==> src/rtl/tsm_addr_match.sv <==
// Compares one address against a packed list of N addresses.
//   list  : N x XLEN packed list. Entry i is list[i*XLEN +: XLEN].
//   addr  : address under test.
//   hit   : at least one entry equals addr.
//   index : lowest matching entry. It is 0 when nothing matches.
module tsm_addr_match #(
  parameter int unsigned N    = 2,
  parameter int unsigned XLEN = 32
) (
  input  logic [N*XLEN-1:0]                 list,
  input  logic [XLEN-1:0]                   addr,
  output logic                              hit,
  output logic [$clog2((N > 1) ? N : 2)-1:0] index
);

  localparam int IW = $clog2((N > 1) ? N : 2);

  // The loop scans from the top entry down, so the last write wins.
  // That makes the lowest matching entry the one reported.
  always_comb begin
    hit   = 1'b0;
    index = '0;
    for (int i = int'(N) - 1; i >= 0; i--) begin
      if (list[i*XLEN +: XLEN] == addr) begin
        hit   = 1'b1;
        index = IW'(i);
      end
    end
  end

endmodule

==> config.mk <==
export PLATFORM = sky130hd
export DESIGN_NAME = tsm_addr_match
export DESIGN_NICKNAME = d
export VERILOG_FILES = /design/src/rtl/tsm_addr_match.sv
export SDC_FILE = /design/constraint.sdc
export NUM_CORES = 1
export LEC_CHECK = 0
export ABC_CLOCK_PERIOD_IN_PS = 1380
export BUFFER_PORTS_ARGS = -buffer_cell sky130_fd_sc_hd__buf_2
export CORE_ASPECT_RATIO = 0.75
export CORE_MARGIN = 4
export CORE_UTILIZATION = 35
export DETAILED_ROUTE_END_ITERATION = 16
export PLACE_DENSITY = 0.87
export SLEW_MARGIN = 40
export SYNTH_ARGS = -nofsm -noshare
export SYNTH_HDL_FRONTEND = slang
export SYNTH_SLANG_ARGS = --single-unit
==> constraint.sdc <==
create_clock -name vclk -period 1.38
set_input_delay 0.069 -clock vclk [all_inputs]
set_output_delay 0.069 -clock vclk [all_outputs]
set_load 0.01 [all_outputs]
# Word-level counts from Yosys, hierarchy flattened
# Cells that the tools add are included.
[totals]
regBits = 0
out_inout_bits = 2
wordCells = 5
[op_classes]
eq_ne = 2
muxes = 3
[ops]
columns = ["op", "n"]
rows = [
  ["== test 32 bit", 2],
  ["two-way mux 1 bit", 3],
]

# Logic depth before layout (Yosys ltp)
# Gate-level depths: netlist (run 1).
[depth]
word_depth = 3
mapped_depth = 5
ltp_nobuf = 5

# Least setup slack after synthesis (run 1)
# No wires, ideal clock.
[synth_path]
kind = "in2out"
startpoint = "input port list[52]"
endpoint = "output port index"
arrival_time_ns = 0.870
n_path_buf = 0
path_stages = 5
setup_slack_ns = 0.441
t_required_ns = 1.311
cell_sequence = "xnor2_1 nand4_1 nor4_2 nand2_1 nor2_1"
[synth_between]
elab_chain_cells = 3
[synth_rtl]
columns = ["element", "line_no", "rtl"]
rows = [
  ["start: declaration", "10", "input logic [N*XLEN-1:0] list,"],
  ["== test 32 bit", "24", "if (list[i*XLEN +: XLEN] == addr) begin"],
  ["two-way mux 1 bit (2 in series)", "24", ""],
  ["end: declaration", "13", "output logic [$clog2((N > 1) ? N : 2)-1:0] index"],
]
# Every way passes these cells.

# Final worst setup path (run 1)
[layout_path]
startpoint = "input port addr[31]"
endpoint = "output port hit"
[layout_between]
elab_chain_cells = 3
elab_cells_between_ends = 4
cone_classes = "eq/ne (2); mux (2)"
[layout_rtl]
columns = ["element", "line_no", "rtl"]
rows = [
  ["start: declaration", "11", "input logic [XLEN-1:0] addr,"],
  ["== test 32 bit", "24", ""],
  ["two-way mux 1 bit", "24", ""],
  ["two-way mux 1 bit (*)", "24", ""],
  ["end: declaration", "12", "output logic hit,"],
]
# Mark *: on every way between the ends. The rest lies on a longest branch, timed or not.

==> results of run 1 <==
## area by class of cell
cell class,count,area [µm²]
repair buffers,98,490.5
multi-input cells,88,735.7
well taps,22,27.53
fillers,172,584.3
## timing repair
item | 4_1_cts | 5_1_grt
setup endpoints to repair | 0 | 2
setup buffers | 0 | 0
resized for setup | 0 | 3
hold endpoints to repair | 0 | 0
## layout by cell type (no fill, tap or decap)
cell type  synthesis  layout
nand2_1            1       1
buf_2              0      98
nor2_1             2       2
nand4_1           10      10
nor4_1             8       5
nor4_2             2       5
a21o_1             1       1
xor2_1            32      32
xnor2_1           32      32
## stage by stage
step	instance area (µm²)	total power [W]
floorplan	716.9	0.0001566
global placement	1235	0.0003396
detailed placement	1235	0.0003547
CTS	1235	0.0003569
global route	1254	0.0003949
finish	1254	0.0003629
## worst min-delay path by stage
stage                     slack [ns]  startpoint  depth (start not counted)  endpoint
after floorplan                 0.39    addr[31]                          5     index
after global placement          0.63    list[55]                          7     index
after detailed placement        0.63    list[33]                          7     index
after CTS                       0.63    list[33]                          7     index
after global routing            0.66    list[33]                          7     index
final                           0.62    list[33]                          7     index
## metal layers
metal  share of wire, %  GRT usage [%]  vias to the layer above
met2                 58          37.72                       40
met5                  0              0                        -
met4               0.66          3.097                        0
met3                6.9          1.374                        2
met1                 34          17.46                      437
li1                   -              -                      503
## worst max-delay path: stages
cell and delay [ns]:
buf_2 0.12, xor2_1 0.15, nor4_1 0.33, nand4_1 0.15
nor2_1 0.16, a21o_1 0.09, buf_2 0.12
## kinds of logic after synthesis
kind of cell | after synthesis | synth area share, %
compound gates | 1 | 1.048
xor+xnor | 64 | 78.19
simple gates | 23 | 20.77
## power breakdown
group | switching (W) | internal [W]
registers | 0 | 0
clock network | 0 | 0
logic | 0.000157 | 0.000206
==> qor.csv, run 1 <==
stage,metric,value,unit
status,status,finished clean,
grt,grt_pass1_wl,3795,µm
placed_design,place_congestion,0.8561,
timing,worst-slew-pin-transition,0.3052,ns
routing,drtIter0Drc,8,
worst_setup_path,path_max_fanout,2,
worst_setup_path,startpoint_type,primary input,
clocking,holdBufCountCts,0,
grt,grt_pass1_vias,1011,
timing,hold_viol,0,
grt,grt_use_total,17.07,%
logic_synthesis,netlist_top_cells_count,"32 x xnor2_1, 32 x xor2_1, 10 x nand4_1, 8 x nor4_1",
finish,finalNetCount,284,
die,num_rows,13,
hold_path,hold_path.class,in2out,
routing,dr.pass1.iters,2,
die,initial_core_util,39.01,%
finish,fin_cells,208,
routing,vias,982,
power,power_leakage,0.6158,nW
finish,drive_gt1_share,55.38,%
grt,gr-total-overflow,0,
finish,areaGrowthSynthToFinish,74.87,%
timing,period_needed,1.264,ns
placed_design,dp_cells,208,
worst_setup_path,critPathLaunch,addr[31],
die,io_pins,98,
worst_setup_path,end_kind,primary output,
worst_setup_path,arrival,1.19,ns
logic_synthesis,synth_cells,88,
finish,clockBufferCount,0,
job,cap_viol_max_count,0,
routing,drc,0,
finish,final_core_util,68.21,%
worst_setup_path,cp.required,1.31,ns
logic_synthesis,synth_nets,184,
placed_design,hpwl,2592,µm
timing,rsz0062_at_grt,false,
logic_synthesis,avgSynthCellArea,8.147,µm²
logic_synthesis,ys_warn_count,0,
timing,setup-tns-final,0,ns
logic_synthesis,ys_seq_area_share,0,%
die,coreArea,1838,µm²
timing,hold-worst-slack,0.6199,ns
timing,slew_headroom,79.47,%
die,fp.dieArea,2844,µm²
power,ir_drop,0.1923,mV
power,cellPowerDensity,289.5,nW/µm²
routing,wl,2738,µm
logic_synthesis,synth_top_cell_area_share,39.09,%
placed_design,portBuffers,98,
grt,grt_max_degree,3,
timing,maxSlewViolCount,0,
die,die_h,47.20,µm
placed_design,place_worst_setup_slack,0.08399,ns
timing,worst_slack,0.1162,ns
grt,antenna_found_initial,0,
worst_setup_path,crit_type,in2out,
timing,period_share,91.58,%
finish,seq_cells,0,
die,die_w,60.26,µm
finish,n_antenna_cell,0,
logic_synthesis,synth_top_cells_by_area,"xnor2_1 39%, xor2_1 39%, nand4_1 8.7%, nor4_1 7.0%, nor4_2 3.5%",
routing,ant_nets,0,
timing,setup_viol,0,
finish,seqCellArea,0,µm²
routing,viasPerCell,4.721,
routing,wl_per_cell,13.16,µm
logic_synthesis,yosys.cell_types.count,8,
timing,max_freq,0.7913,GHz
logic_synthesis,netlist_area,716.9,µm²
logic_synthesis,yosysTopAreaCell,xnor2_1,
worst_setup_path,worstSetupEndpoint,hit,
(Power assumes the default switching activity.)
==> run 2: changes to the inputs <==
==> constraint.sdc (replaced) <==
create_clock -name vclk -period 1.38
set_input_delay 0.414 -clock vclk [all_inputs]
set_output_delay 0.414 -clock vclk [all_outputs]
set_load 0.01 [all_outputs]
==> qor.csv, run 2 (synthesis results as in run 1) <==
stage,metric,value,unit
status,status,"complete, but fails checks",
status,violations,setup timing,
routing,drtIter0Drc,29,
placed_design,hpwl,2629,µm
finish,seqCellArea,0,µm²
finish,n_antenna_cell,0,
placed_design,placed_cell_area,1300,µm²
routing,vias,1058,
finish,drive_gt1_share,62.89,%
power,ir_drop,0.2217,mV
clocking,holdBufCountCts,0,
routing,wl,3165,µm
die,initial_core_util,39.01,%
placed_design,dp_cells,216,
power,swShare,41.39,%
finish,areaGrowthSynthToFinish,104.5,%
die,die_h,47.20,µm
routing,ant_nets,0,
power,p_int,0.0002550,W
power,pwr-share-clk,0,%
power,cellPowerDensity,296.7,nW/µm²
die,die_w,60.26,µm
worst_setup_path,path_max_fanout,2,
grt,grt_pass1_wl,4167,µm
routing,wl_per_cell,14.65,µm
grt,grt_max_degree,3,
timing,worst_slack,-0.5504,ns
hold_path,worstHoldPathCells,7,
worst_setup_path,crit_family,simple AND/OR/NAND/NOR gates,
worst_setup_path,crit_chain,"buf_6, xor2_2, nor4_2, nand4_1, nor2_2, a21o_1, buf_2",
power,switchingPower,0.0001801,W
hold_path,holdCritStartpoint,list[55],
routing,dr.pass1.iters,4,
worst_setup_path,end_kind,primary output,
timing,slew_headroom,82.09,%
routing,viasPerCell,4.898,
grt,antenna_found_initial,0,
placed_design,place_congestion,0.8149,
power,power_leakage,0.7104,nW
hold_path,hold_path.class,in2out,
power,power,0.0004351,W
worst_setup_path,cp.required,0.97,ns
worst_setup_path,startpoint_type,primary input,
grt,gr-total-overflow,0,
finish,seq_cells,0,
worst_setup_path,path_depth,7,
timing,worst-slew-pin-transition,0.2664,ns
power,p_seq_share,0,%
power,comb_power_share,100.0,%
finish,post-route-cell-area,1466,µm²
clocking,cts_setup_buffers,0,
timing,hold_viol,0,
timing,rsz0062_at_grt,true,
die,io_pins,98,
timing,max_freq,0.5180,GHz
worst_setup_path,crit_slowest_cell,nor4_2,
placed_design,portBuffers,98,
timing,setup_viol,2,
timing,period_share,139.9,%
worst_setup_path,cp.buffers_inverters,2,
timing,maxSlewViolCount,0,
hold_path,whs_endpoint,index,
worst_setup_path,crit_type,in2out,
grt,grt_use_total,19.32,%
routing,drc,0,
finish,layout_common_cells,"86 x buf_2, 29 x xor2_1, 28 x xnor2_1",
finish,layout_commonest_cell,buf_2,
die,coreArea,1838,µm²
job,cap_viol_max_count,0,
worst_setup_path,critPathMaxStageDelay,0.32,ns
finish,finalNetCount,292,
finish,clockBufferCount,0,
timing,period_needed,1.930,ns
die,fp.dieArea,2844,µm²
timing,setup-tns-final,-1.070,ns
finish,fin_cells,216,
placed_design,place_worst_setup_slack,-0.5956,ns
grt,grt_pass1_vias,1050,
worst_setup_path,arrival,1.52,ns
die,num_rows,13,
==> run 2: cell types whose count changed in the layout (fill, tap and decap cells not counted), sizes merged <==
| cell | change |
|---|---|
| buf | +8 |
==> run 2: worst max-delay path by stage <==
stage	end	start
final	hit	list[13]
after floorplan	hit	addr[31]
after detailed placement	hit	addr[15]
after CTS	index	addr[31]
after global placement	hit	addr[15]
after global routing	hit	list[13]
==> run 2: what timing repair did <==
item,4_1_cts,5_1_grt
pin swaps,21,9
resized for setup,19,9
endpoints found under the setup margin,2,2
gates cloned,0,0
==> run 2: per-layer routing <==
layer / GRT usage [%] / up-vias / share of wire [%] / wire, µm
li1: - / 514 / - / -
met1: 19.87 / 481 / 31 / 975
met2: 42.46 / 55 / 59 / 1865
met3: 1.374 / 8 / 8.1 / 256
met4: 3.982 / 0 / 2.1 / 68
met5: 0 / - / 0 / 0
==> run 2: area by class of cell <==
cell class | count | area [µm²]
multi-input combinational | 88 | 805.8
timing repair buffer | 106 | 633.1
fill | 131 | 371.6
tap | 22 | 27.53
==> run 2: per-stage QoR <==
| stage | hold slack, ns | util (%) |
|---|---|---|
| 3_3_place_gp | 1.333 | 70.73 |
| 4_1_cts | 1.334 | 77.06 |
| 5_1_grt | 1.364 | 79.78 |
| 6_report | 1.333 | 79.78 |
| 2_1_floorplan | 1.085 | - |
| 3_5_place_dp | 1.344 | 70.73 |
==> run 2: power by group through the flow <==
stage / combinational [W] / sequential, W / clock, W
6_report: 0.000435 / 0 / 0
5_1_grt: 0.000470 / 0 / 0
3_3_place_gp: 0.000359 / 0 / 0
2_1_floorplan: 0.000157 / 0 / 0
4_1_cts: 0.000413 / 0 / 0
3_5_place_dp: 0.000372 / 0 / 0
